===== src/rtl/cpu_run_pkg.sv =====
// Purpose: shared state codes, stop-cause codes and stop-priority helper for cpu run control.
// Latency: n/a (types and pure functions only).
// Backpressure: n/a.
package cpu_run_pkg;

   typedef enum logic [2:0] {
      ST_HOLD = 3'd0,
      ST_IDLE = 3'd1,
      ST_RUN  = 3'd2,
      ST_STEP = 3'd3,
      ST_DONE = 3'd4
   } run_state_t;

   typedef enum logic [1:0] {
      CAUSE_NONE  = 2'd0,
      CAUSE_HALT  = 2'd1,
      CAUSE_BP    = 2'd2,
      CAUSE_LIMIT = 2'd3
   } done_cause_t;

   // Halt outranks breakpoint, breakpoint outranks the cycle budget.
   function automatic done_cause_t stop_cause(input logic halt,
                                              input logic bp_hit,
                                              input logic lim_hit);
      if (halt)
         return CAUSE_HALT;
      else if (bp_hit)
         return CAUSE_BP;
      else if (lim_hit)
         return CAUSE_LIMIT;
      else
         return CAUSE_NONE;
   endfunction

endpackage


===== src/rtl/run_edge_det.sv =====
// Purpose: registered rising-edge detector for a level input (used for the step request).
// Latency: rise is combinational from sig and the previous-cycle sample.
// Backpressure: none; samples every cycle.
// Ports: clk, rst_n (async active-low), sig (level in), rise (sig & ~previous sig).
module run_edge_det (
   input  logic clk,
   input  logic rst_n,
   input  logic sig,
   output logic rise
);

   logic sig_q;
   logic sig_d;

   always_comb begin
      sig_d = sig;
   end

   always_ff @(posedge clk or negedge rst_n) begin
      if (!rst_n)
         sig_q <= 1'b0;
      else
         sig_q <= sig_d;
   end

   assign rise = sig & ~sig_q;

endmodule


===== src/rtl/cpu_run_ctrl.sv =====
// Purpose: run control for a CPU core: reset sequencing, clock-enable gating, run/step/breakpoint/budget stop.
// Latency: cpu_en combinational from state and inputs; state/count/cause update on the next CLK edge.
// Backpressure: none; start/step/clear are levels or pulses sampled every cycle.
// Ports: CLK, Reset (async active-low); start, clear, step_mode, step, max_cycles, bp_en, bp_addr,
//        cpu_pc, cpu_halt in; cpu_rst_n, cpu_en, state, cycle_count, done, done_cause out.
module cpu_run_ctrl
   import cpu_run_pkg::*;
#(
   parameter int PC_W       = 32,
   parameter int CNT_W      = 16,
   parameter int RESET_HOLD = 4
) (
   input  logic             CLK,
   input  logic             Reset,
   input  logic             start,
   input  logic             clear,
   input  logic             step_mode,
   input  logic             step,
   input  logic [CNT_W-1:0] max_cycles,
   input  logic             bp_en,
   input  logic [PC_W-1:0]  bp_addr,
   input  logic [PC_W-1:0]  cpu_pc,
   input  logic             cpu_halt,
   output logic             cpu_rst_n,
   output logic             cpu_en,
   output logic [2:0]       state,
   output logic [CNT_W-1:0] cycle_count,
   output logic             done,
   output logic [1:0]       done_cause
);

   localparam int HOLD_W = (RESET_HOLD > 1) ? $clog2(RESET_HOLD) : 1;
   localparam logic [HOLD_W-1:0] HOLD_LAST = HOLD_W'(RESET_HOLD - 1);

   run_state_t       state_q, state_d;
   logic [HOLD_W-1:0] hold_cnt_q, hold_cnt_d;
   logic [CNT_W-1:0] cycle_count_q, cycle_count_d;
   done_cause_t      cause_q, cause_d;
   logic             skip_bp_q, skip_bp_d;

   logic             step_rise;
   done_cause_t      hit_cause;
   logic             grant;
   logic             stop_hit;
   logic             exec;

   run_edge_det u_step_edge (
      .clk   (CLK),
      .rst_n (Reset),
      .sig   (step),
      .rise  (step_rise)
   );

   // Stop check: only meaningful on a cycle that would otherwise execute.
   // skip_bp lets the breakpointed instruction run once after a resume.
   always_comb begin
      hit_cause = stop_cause(cpu_halt,
                             bp_en && (cpu_pc == bp_addr) && !skip_bp_q,
                             (max_cycles != '0) && (cycle_count_q == max_cycles));
      grant     = (state_q == ST_RUN) || ((state_q == ST_STEP) && step_rise);
      stop_hit  = grant && (hit_cause != CAUSE_NONE);
      exec      = grant && !stop_hit && !clear;
   end

   // Next-state and datapath updates.
   always_comb begin
      state_d       = state_q;
      hold_cnt_d    = '0;
      cycle_count_d = cycle_count_q;
      cause_d       = cause_q;
      skip_bp_d     = skip_bp_q;

      if (clear) begin
         // Clear wins over start and any stop condition.
         state_d       = ST_HOLD;
         cycle_count_d = '0;
         cause_d       = CAUSE_NONE;
         skip_bp_d     = 1'b0;
      end else begin
         case (state_q)
            ST_HOLD: begin
               cycle_count_d = '0;
               if (hold_cnt_q == HOLD_LAST)
                  state_d = ST_IDLE;
               else
                  hold_cnt_d = hold_cnt_q + HOLD_W'(1);
            end
            ST_IDLE: begin
               // A step edge coinciding with start is absorbed by the edge register.
               if (start)
                  state_d = step_mode ? ST_STEP : ST_RUN;
            end
            ST_RUN, ST_STEP: begin
               if (stop_hit) begin
                  state_d = ST_DONE;
                  cause_d = hit_cause;
               end
            end
            ST_DONE: begin
               // A halted core can only be left by clear or Reset.
               if (start && (cause_q != CAUSE_HALT)) begin
                  state_d = step_mode ? ST_STEP : ST_RUN;
                  cause_d = CAUSE_NONE;
                  if (cause_q == CAUSE_BP)
                     skip_bp_d = 1'b1;
               end
            end
            default: state_d = ST_HOLD;
         endcase

         if (exec) begin
            skip_bp_d = 1'b0;
            if (cycle_count_q != '1)
               cycle_count_d = cycle_count_q + CNT_W'(1);
         end
      end
   end

   // Outputs.
   always_comb begin
      cpu_rst_n = (state_q != ST_HOLD);
      cpu_en    = exec;
      done      = (state_q == ST_DONE);
   end

   assign state       = state_q;
   assign cycle_count = cycle_count_q;
   assign done_cause  = cause_q;

   always_ff @(posedge CLK or negedge Reset) begin
      if (!Reset) begin
         state_q       <= ST_HOLD;
         hold_cnt_q    <= '0;
         cycle_count_q <= '0;
         cause_q       <= CAUSE_NONE;
         skip_bp_q     <= 1'b0;
      end else begin
         state_q       <= state_d;
         hold_cnt_q    <= hold_cnt_d;
         cycle_count_q <= cycle_count_d;
         cause_q       <= cause_d;
         skip_bp_q     <= skip_bp_d;
      end
   end

endmodule

===== config.mk =====
export PLATFORM = sky130hd
export DESIGN_NAME = cpu_run_ctrl
export DESIGN_NICKNAME = d
export VERILOG_FILES = /design/src/rtl/cpu_run_pkg.sv /design/src/rtl/run_edge_det.sv /design/src/rtl/cpu_run_ctrl.sv
export SDC_FILE = /design/constraint.sdc
export NUM_CORES = 1
export LEC_CHECK = 0
export CAP_MARGIN = 20
export CORE_MARGIN = 10
export CORE_UTILIZATION = 40
export CTS_BUF_LIST = sky130_fd_sc_hd__clkbuf_8
export CTS_CLUSTER_DIAMETER = 200
export DETAILED_ROUTE_END_ITERATION = 10
export PLACE_DENSITY = 0.87
export SLEW_MARGIN = 10
export SYNTH_ARGS = -nofsm -noshare
export SYNTH_HDL_FRONTEND = slang
export SYNTH_HIERARCHICAL = 1
export SYNTH_SLANG_ARGS = --single-unit
export TNS_END_PERCENT = 30

===== constraint.sdc =====
create_clock -name CLK -period 4.7 [get_ports CLK]
set_input_delay 0.94 -clock CLK [delete_from_list [all_inputs] [get_ports CLK]]
set_output_delay 0.94 -clock CLK [all_outputs]
set_load 0.005 [all_outputs]

==> metrics.txt, run 1 <==
status=finished clean; Seq cells post-synth=25; vias in the first global route=between 2,000 and 2,500; Die Span X=92.36 um; Area growth syn-to-layout=58.84%; Setup CP Type=input pin to output port; LEAKAGE=1.368 nW; DR iter-0 viols=211; Fin. Hold Viols=0; IO Port Bufs=111; DRC viols=0; HP Class=flop to flop; WP buf/inv=2; Antenna diodes=0; initial antenna violation count=0; Vias per Instance=5.498; CTS tree=done; synthesized area per cell=8.619 um2; critical path arrival=3.19 ns; register area=approximately 630 um2; Core ar.=5107 um2; first-pass GRT wire length=12,320 um; clock-pin transition on the worst setup and hold timing paths=0.09 ns; Std-Cell Rows=26; GR Util All Layers=17.37%; FF-to-FF path depth=8; Max Clock Freq=242.3 MHz; PD cells=approximately 210 nW/um2; vias post-DR=2,331; H-tree depth=1; number of buffers created by CTS=3; clock skew=0.004036 ns; CP startpoint kind=input pin; maximum clock path buffer count=2; nets=445; Cells after Synth=243; Async SR Flop Fraction=100.0%; min-delay src=hold_cnt_q[0]; share of post-route cells with drive strength above 1=under 10%; MaxCap Viol Count=0; DR pass1 iterations=6; # fillers=432; post-synth cell types=46; CP cell instances=clkdlybuf4s50_1 > nor4_1 > nand4_1 > and3_1 > and2_4 > nor3_1 > clkdlybuf4s50_1; Worst IR Drop VDD=0.0002462 V; final wirelength=7639 um; Least-Margin Pin Slew=0.8053 ns; largest net degree at the start of global routing=26; CP required=3.76 ns; Setup Buffers After CTS=0; hold path depth=1; Worst Hold Path EP=hold_cnt_q[0]; CP Max Fanout=6; Final min period=a little over 4 ns; I/O pins=112; Max Transition Viols Final=0; Worst slew margin=45.82%; multi-input logic area=1390 um2; Slowest Stage Delay on Critical Path=0.58 ns; initial core utilization=41.01%; CP endpoint kind=output port; Post-CTS Hold Buffers=0; EDFF count, synth=0; Final ANT Viol Nets=0; worst-skew pair later-pin latency=0.28 ns; GR Overflow Total=0; worst reg-to-reg setup slack=1.97 ns; final hold slack=around 0.46 ns; routability cong.=0.9047; RSZ-0062 raised after global routing=false; Worst R2R End=cycle_count[4]; most used cell, CP=clkdlybuf4s50_1; die footprint=about 8500 um2; cell area after synthesis=2095 um2; DP HPWL=6437 um; TNS Setup=0 ns; endpoints failing setup=0; clock sink count=25; root buffer cell=clkbuf_8; Seq/Total Area, Yosys=29.87%; slowest CP cell=clkdlybuf4s50_1; Die Height=~90 um; crit-path leading delay family=simple AND/OR/NAND/NOR gates; wire length per cell=18.02 um; Top FF cell, synth=dfrtp_1; post-CTS sizing=0; final worst-path cycle share=about 88%; yosys warns=6; Reg-to-Reg Start=cycle_count[0]; Mapped Nets=333
[layout make-up]
class                   count  share of cell area (%)
flip-flops and latches     25                   18.80
clock inverters             1                  0.2256
well taps                  70                   2.633
inverters                  11                   1.241
repair buffers            114                   34.07
multi-input cells         200                   41.78
clock buffers               3                   1.241
[synthesized netlist by cell type, types with 3 or more instances]
cell type	number	area, um2
mux2i_1	3	30.03
o211ai_1	5	37.54
and3_1	8	50.05
nor3_1	9	45.04
o31ai_1	4	30.03
buf_2	3	15.01
o21ai_0	9	45.04
nand4_1	5	31.28
xnor2_1	10	87.58
xor2_1	41	359.1
nand2_1	12	45.04
a41oi_1	3	26.28
o21ai_1	4	20.02
nor4_1	16	100.1
dfrtp_1	25	625.6
nand3_1	6	30.03
nor3b_1	3	22.52
nor2_1	17	63.81
inv_1	11	41.29
a21o_1	7	52.55
a21oi_1	7	35.03
[how the worst max path moves through the flow]
stage / from / endpoint / slack (ns) / cells past startpoint
2_1_floorplan: bp_addr[7] / cpu_en / 1.63 / 6
3_3_place_gp: bp_addr[25] / cpu_en / 0.62 / 7
3_5_place_dp: max_cycles[8] / cpu_en / 0.62 / 7
4_1_cts: max_cycles[8] / cpu_en / 0.61 / 7
5_1_grt: bp_addr[25] / cpu_en / 0.42 / 7
6_report: max_cycles[8] / cpu_en / 0.57 / 7
[power by group]
part	internal, mW	leakage (nW)	switching [mW]	total (mW)
clock network	0.0604	0.0217	0.0743	0.135
logic	0.161	1.00	0.141	0.302
registers	0.233	0.343	0.0258	0.259
[per-stage QoR]
| stage | area, um2 | instances | setup slack, ns | util (%) | power, mW |
|---|---|---|---|---|---|
| 6_report | 3327 | 424 | 0.5726 | 65.14 | 0.6950 |
| 5_1_grt | 3327 | 424 | 0.4208 | 65.14 | 0.7415 |
| 4_1_cts | 3327 | 424 | 0.6143 | 65.14 | 0.6995 |
| 3_5_place_dp | 3278 | 420 | 0.6163 | 64.18 | 0.5636 |
| 3_3_place_gp | 3278 | 420 | 0.6220 | 64.18 | 0.5518 |
| 2_1_floorplan | 2095 | 243 | 1.633 | - | 0.3947 |
[cell families (layout without fill, tap and decap cells)]
group	after synthesis	after routing	synth area share (%)
AND/OR/NAND/NOR	90	90	24.73
AO/OA/AOI/OAI	54	54	17.68
buffers and inverters	18	129	3.763
adder cells (fa/ha/maj)	2	2	1.195
XOR/XNOR	51	51	21.33
flip-flops	25	25	29.87
multiplexers	3	3	1.434
[sequential cells by signal, indices dropped and copies added, names as in the netlist]
| signal | count |
|---|---|
| hold_cnt_q | 2 |
| state | 3 |
| skip_bp_q | 1 |
| u_step_edge/sig_q | 1 |
| cycle_count | 16 |
| done_cause | 2 |
[per-layer routing]
metal	share of wire (%)	global-route usage (%)
met1	37	18.75
met5	0	0
met2	55	34.06
met4	1.6	3.728
met3	6.2	3.067
[cell usage in the layout (no fill, tap or decap), types with 5 or more instances in the layout]
master           synthesis  routed
a21o_1                   7       7
a21oi_1                  7       7
dfrtp_1                 25      25
o211ai_1                 5       5
nand2_1                 12      12
nor4_1                  16      16
nand3_1                  6       6
nand4_1                  5       5
xnor2_1                 10      10
xor2_1                  41      41
and3_1                   8       8
nor3_1                   9       9
o21ai_0                  9       9
nor2_1                  17      17
clkdlybuf4s50_1          0     111
inv_1                   11      11
Note: power is estimated with default switching activity, not from simulation.
==> inputs of run 2 (changes only) <==
--- a/config.mk
+++ b/config.mk
@@ -11,7 +11,9 @@
 export CTS_BUF_LIST = sky130_fd_sc_hd__clkbuf_8
 export CTS_CLUSTER_DIAMETER = 200
 export DETAILED_ROUTE_END_ITERATION = 10
+export GPL_TIMING_DRIVEN = 0
 export PLACE_DENSITY = 0.87
+export SKIP_LAST_GASP = 1
 export SLEW_MARGIN = 10
 export SYNTH_ARGS = -nofsm -noshare
 export SYNTH_HDL_FRONTEND = slang
==> metrics.txt, run 2 (synthesis results as in run 1) <==
H-tree depth=1; Final ANT Viol Nets=0; Vias per Instance=between 5 and 6; worst-skew pair later-pin latency=0.27 ns; Util after Layout=65.90%; Setup CP Type=input pin to output port; CP startpoint kind=input pin; dpl ws=0.2645 ns; post-CTS sizing=0; hold path depth=1; worst reg-to-reg setup slack=2.07 ns; TNS Setup=0 ns; PD cells=203.3 nW/um2; Post-CTS Hold Buffers=0; nets=450; WP buf/inv=3; DP HPWL=6544 um; Worst R2R End=cycle_count[11]; Worst slew margin=between 40% and 50%; die footprint=8530 um2; clock skew=0.005147 ns; Antenna diodes=0; MaxCap Viol Count=0; Reg-to-Reg Start=cycle_count[0]; Max Used Layer=met4; clock sink count=25; IO Port Bufs=about 110; DR iter-0 viols=96; Core ar.=approximately 5000 um2; Max Clock Freq=224.3 MHz; Std-Cell Rows=26; number of buffers created by CTS=3; CP endpoint kind=output port; vias in the first global route=between 2,000 and 2,500; share of post-route cells with drive strength above 1=4.178%; CP cell instances=clkdlybuf4s50_1 > nor4_1 > nand4_1 > and3_1 > and2_4 > nor3_1 > buf_2 > clkdlybuf4s50_1; final worst-path cycle share=a little over nine tenths; min setup slack post-route=0.2414 ns; root buffer cell=clkbuf_8; wire length per cell=17.90 um; Slowest Stage Delay on Critical Path=0.55 ns; Die Height=92.36 um; most common cell after layout, fill and taps aside=clkdlybuf4s50_1; Worst Hold Path EP=hold_cnt_q[0]; commonest non-fill, non-tap cells in the layout=clkdlybuf4s50_1 (111), xor2_1 (41), dfrtp_1 (25); initial antenna violation count=0; CP Max Fanout=10; CTS tree=done; DR pass1 iterations=4; Setup Buffers After CTS=0; DRC viols=0; vias post-DR=~2,300; crit-path leading delay family=buffers and inverters; Area growth syn-to-layout=60.69%; LEAKAGE=between 1 and 1.5 nW; critical path arrival=3.52 ns; FF-to-FF path depth=9; Largest register FFs=16; final wirelength=7681 um; maximum clock path buffer count=2; fin cells=429; first-pass GRT wire length=12,360 um; GR Util All Layers=17.56%; status=finished clean; Total Power=0.6844 mW; initial core utilization=41.01%; clock-pin transition on the worst setup and hold timing paths=roughly 0.08 ns; met3 WL=371 um; Final min period=4.459 ns; Least-Margin Pin Slew=0.8319 ns; Metal-1 WL=2871 um; Die Span X=92.36 um; endpoints failing setup=0; Worst IR Drop VDD=0.0003044 V; CP required=3.76 ns; slowest CP cell=clkdlybuf4s50_1; most used cell, CP=clkdlybuf4s50_1; dpl cells=425; Fin. Hold Viols=0; GR Overflow Total=0; RSZ-0062 raised after global routing=false; Max Transition Viols Final=0; met2 wire len=between 4000 and 5000 um; min-delay src=hold_cnt_q[0]; HP Class=flop to flop; I/O pins=112; largest net degree at the start of global routing=18; routability cong.=about 0.87
## run 2: changes by cell type in the layout (fill, tap and decap cells not counted)
| cell | delta |
|---|---|
| clkbuf_1 | +2 |
| inv_1 | +1 |
| buf_2 | +3 |
| clkinvlp_4 | -1 |
| buf_1 | +1 |
| buf_6 | +1 |
| buf_16 | +1 |
| buf_4 | -3 |
## run 2: per-layer routing
layer,vias up,global-route usage (%)
met1,1111,19.04
met2,83,33.94
met5,-,0
met3,8,3.148
li1,1121,-
met4,0,4.499
## run 2: area by class of cell
class,instances,area [um2]
Buffer,7,37.54
Clock buffer,3,41.29
Clock inverter,1,3.754
Tap cell,70,87.58
Sequential cell,25,625.6
Inverter,11,41.29
Timing Repair Buffer,112,1139
Multi-Input combinational cell,200,1390
Fill cell,449,1742
## run 2: worst max-delay path by stage
| stage | startpoint | end | cells past startpoint |
|---|---|---|---|
| floorplan | bp_addr[7] | cpu_en | 6 |
| global placement | max_cycles[11] | cpu_en | 8 |
| detailed placement | max_cycles[0] | cpu_en | 8 |
| CTS | max_cycles[0] | cpu_en | 8 |
| global route | bp_addr[25] | cpu_en | 8 |
| finish | max_cycles[0] | cpu_en | 8 |
## run 2: per-stage QoR
step / instance area (um2) / hold WS [ns]
final: 3366 / 0.4469
after global routing: 3366 / 0.4785
after CTS: 3366 / 0.4501
after detailed placement: 3321 / 0.4387
after global placement: 3293 / 0.4253
after floorplan: 2095 / 0.4160
## run 2: power breakdown
part | internal (mW) | switching, mW | total [mW] | leakage (nW)
clock | 0.0584 | 0.0642 | 0.123 | 0.0269
combinational | 0.165 | 0.141 | 0.306 | 1.03
sequential | 0.233 | 0.0229 | 0.256 | 0.343
## run 2: worst register-to-register path, cell delays in order, from the launching register on
cell	delay [ns]
dfrtp_1	0.51
ha_1	0.25
nand3_1	0.18
nor3_2	0.37
and3_1	0.29
and3_1	0.17
buf_2	0.20
buf_2	0.25
nor2_1	0.11
a21bo_1	0.18
==> inputs of run 3 (changes only) <==
--- a/config.mk
+++ b/config.mk
@@ -6,7 +6,7 @@
 export NUM_CORES = 1
 export LEC_CHECK = 0
 export CAP_MARGIN = 20
-export CORE_MARGIN = 10
+export CORE_MARGIN = 3
 export CORE_UTILIZATION = 40
 export CTS_BUF_LIST = sky130_fd_sc_hd__clkbuf_8
 export CTS_CLUSTER_DIAMETER = 200
==> metrics.txt, run 3 (synthesis results as in run 1) <==
DP HPWL=slightly below 6000 um; fin cells=426; clock skew=0.007431 ns; FF-to-FF path depth=9; DRC viols=0; Area growth syn-to-layout=60.16%; endpoints failing setup=0; CTS tree=done; vias post-DR=2,312; final hold slack=0.4411 ns; worst reg-to-reg setup slack=roughly 2.1 ns; vias in the first global route=2,378; CP startpoint kind=input pin; final wirelength=just over 7000 um; I/O pins=between 100 and 150; nets=450; Antenna diodes=0; crit path launch=max_cycles[3]; Fin. Hold Viols=0; dpl cells=422; Worst IR Drop VDD=0.0002008 V; Setup Buffers After CTS=0; RSZ-0062 raised after global routing=false; Post-CTS Hold Buffers=0; routability cong.=0.9409; MaxCap Viol Count=0; Worst slew margin=54.37%; TNS Setup=0 ns; clock sink count=25; Std-Cell Rows=25; Worst Setup EP=cpu_en; IO Port Bufs=111; CP Max Fanout=10; H-tree depth=1; HP Class=flop to flop; number of buffers created by CTS=3; die footprint=just over 6000 um2; Die Span X=78.36 um; initial antenna violation count=0; Total Power=0.6847 mW; Final min period=4.377 ns; root buffer cell=clkbuf_8; Max Transition Viols Final=0; share of post-route cells with drive strength above 1=under 10%; GR Util All Layers=23.16%; Max Clock Freq=228.5 MHz; PD cells=204.1 nW/um2; final worst-path cycle share=93.12%; LEAKAGE=approximately 1.4 nW; Vias per Instance=5.427; Setup CP Type=input pin to output port; CP endpoint kind=output port; maximum clock path buffer count=2; Reg-to-Reg Start=cycle_count[1]; most common cell after layout, fill and taps aside=clkdlybuf4s50_1; Die Height=between 70 and 80 um; clock-pin transition on the worst setup and hold timing paths=0.08 ns; # fillers=slightly above 400; Final ANT Viol Nets=0; critical path arrival=3.44 ns; status=finished clean; Core ar.=4880 um2; worst-skew pair later-pin latency=0.27 ns; GR Overflow Total=0; Least-Margin Pin Slew=0.6782 ns; wire length per cell=16.83 um; first-pass GRT wire length=roughly 12,000 um; commonest non-fill, non-tap cells in the layout=clkdlybuf4s50_1 (111), xor2_1 (41), dfrtp_1 (25); CP required=3.76 ns; largest net degree at the start of global routing=16; initial core utilization=~43%; Largest register FFs=16; Worst R2R End=cycle_count[10]; DR iter-0 viols=~130; DR pass1 iterations=4
==> run 3: final cells by class <==
type / count / area [um2] / area share [%]
inverter: 11 / 41.29 / 1.231
buffer: 7 / 37.54 / 1.119
tap: 67 / 83.83 / 2.499
clock inverter: 1 / 3.754 / 0.1119
clock buffer: 3 / 41.29 / 1.231
sequential: 25 / 625.6 / 18.65
timing repair buffer: 112 / 1126 / 33.57
multi-input combinational: 200 / 1395 / 41.59
==> run 3: through the flow <==
| step | setup slack (ns) | instance area (um2) | util (%) |
|---|---|---|---|
| after floorplan | 1.633 | 2095 | - |
| after global placement | 0.2422 | 3289 | 67.41 |
| after detailed placement | 0.2252 | 3304 | 67.72 |
| after CTS | 0.1979 | 3349 | 68.64 |
| after global routing | 0.1847 | 3354 | 68.74 |
| final | 0.3231 | 3354 | 68.74 |
==> run 3: worst min path at each step <==
| stage | startpoint | end | slack [ns] | depth (start not counted) |
|---|---|---|---|---|
| 4_1_cts | hold_cnt_q[0] | hold_cnt_q[0] | 0.45 | 1 |
| 3_3_place_gp | hold_cnt_q[0] | hold_cnt_q[0] | 0.43 | 1 |
| 5_1_grt | hold_cnt_q[0] | hold_cnt_q[0] | 0.47 | 1 |
| 2_1_floorplan | hold_cnt_q[0] | hold_cnt_q[0] | 0.42 | 1 |
| 6_report | hold_cnt_q[0] | hold_cnt_q[0] | 0.44 | 1 |
| 3_5_place_dp | hold_cnt_q[0] | hold_cnt_q[0] | 0.43 | 1 |
==> run 3: critical path: stages <==
cell             delay (ns)
clkdlybuf4s50_1        0.44
nor4_1                 0.43
nand4_1                0.14
and3_1                 0.20
and2_4                 0.19
nor3_2                 0.28
buf_2                  0.28
clkdlybuf4s50_1        0.53
==> run 3: where the power goes <==
part           internal, mW  total [mW]  switching (mW)
registers             0.233       0.254          0.0212
logic                 0.163       0.302           0.139
clock network        0.0585       0.128          0.0698
total                 0.455       0.685           0.230
==> run 3: routing by layer <==
layer  track usage (%)  part of all wire, %  vias up
met5                 0                    0        -
met4             4.196                 0.70        0
met3             3.326                  6.4        7
met2             42.04                   52       92
met1             29.32                   40     1096
li1                  -                    -     1117
==> run 3: timing repair <==
action                     4_1_cts  5_1_grt
setup endpoints to repair        0        1
resized for setup                0        1
hold endpoints to repair         0        0
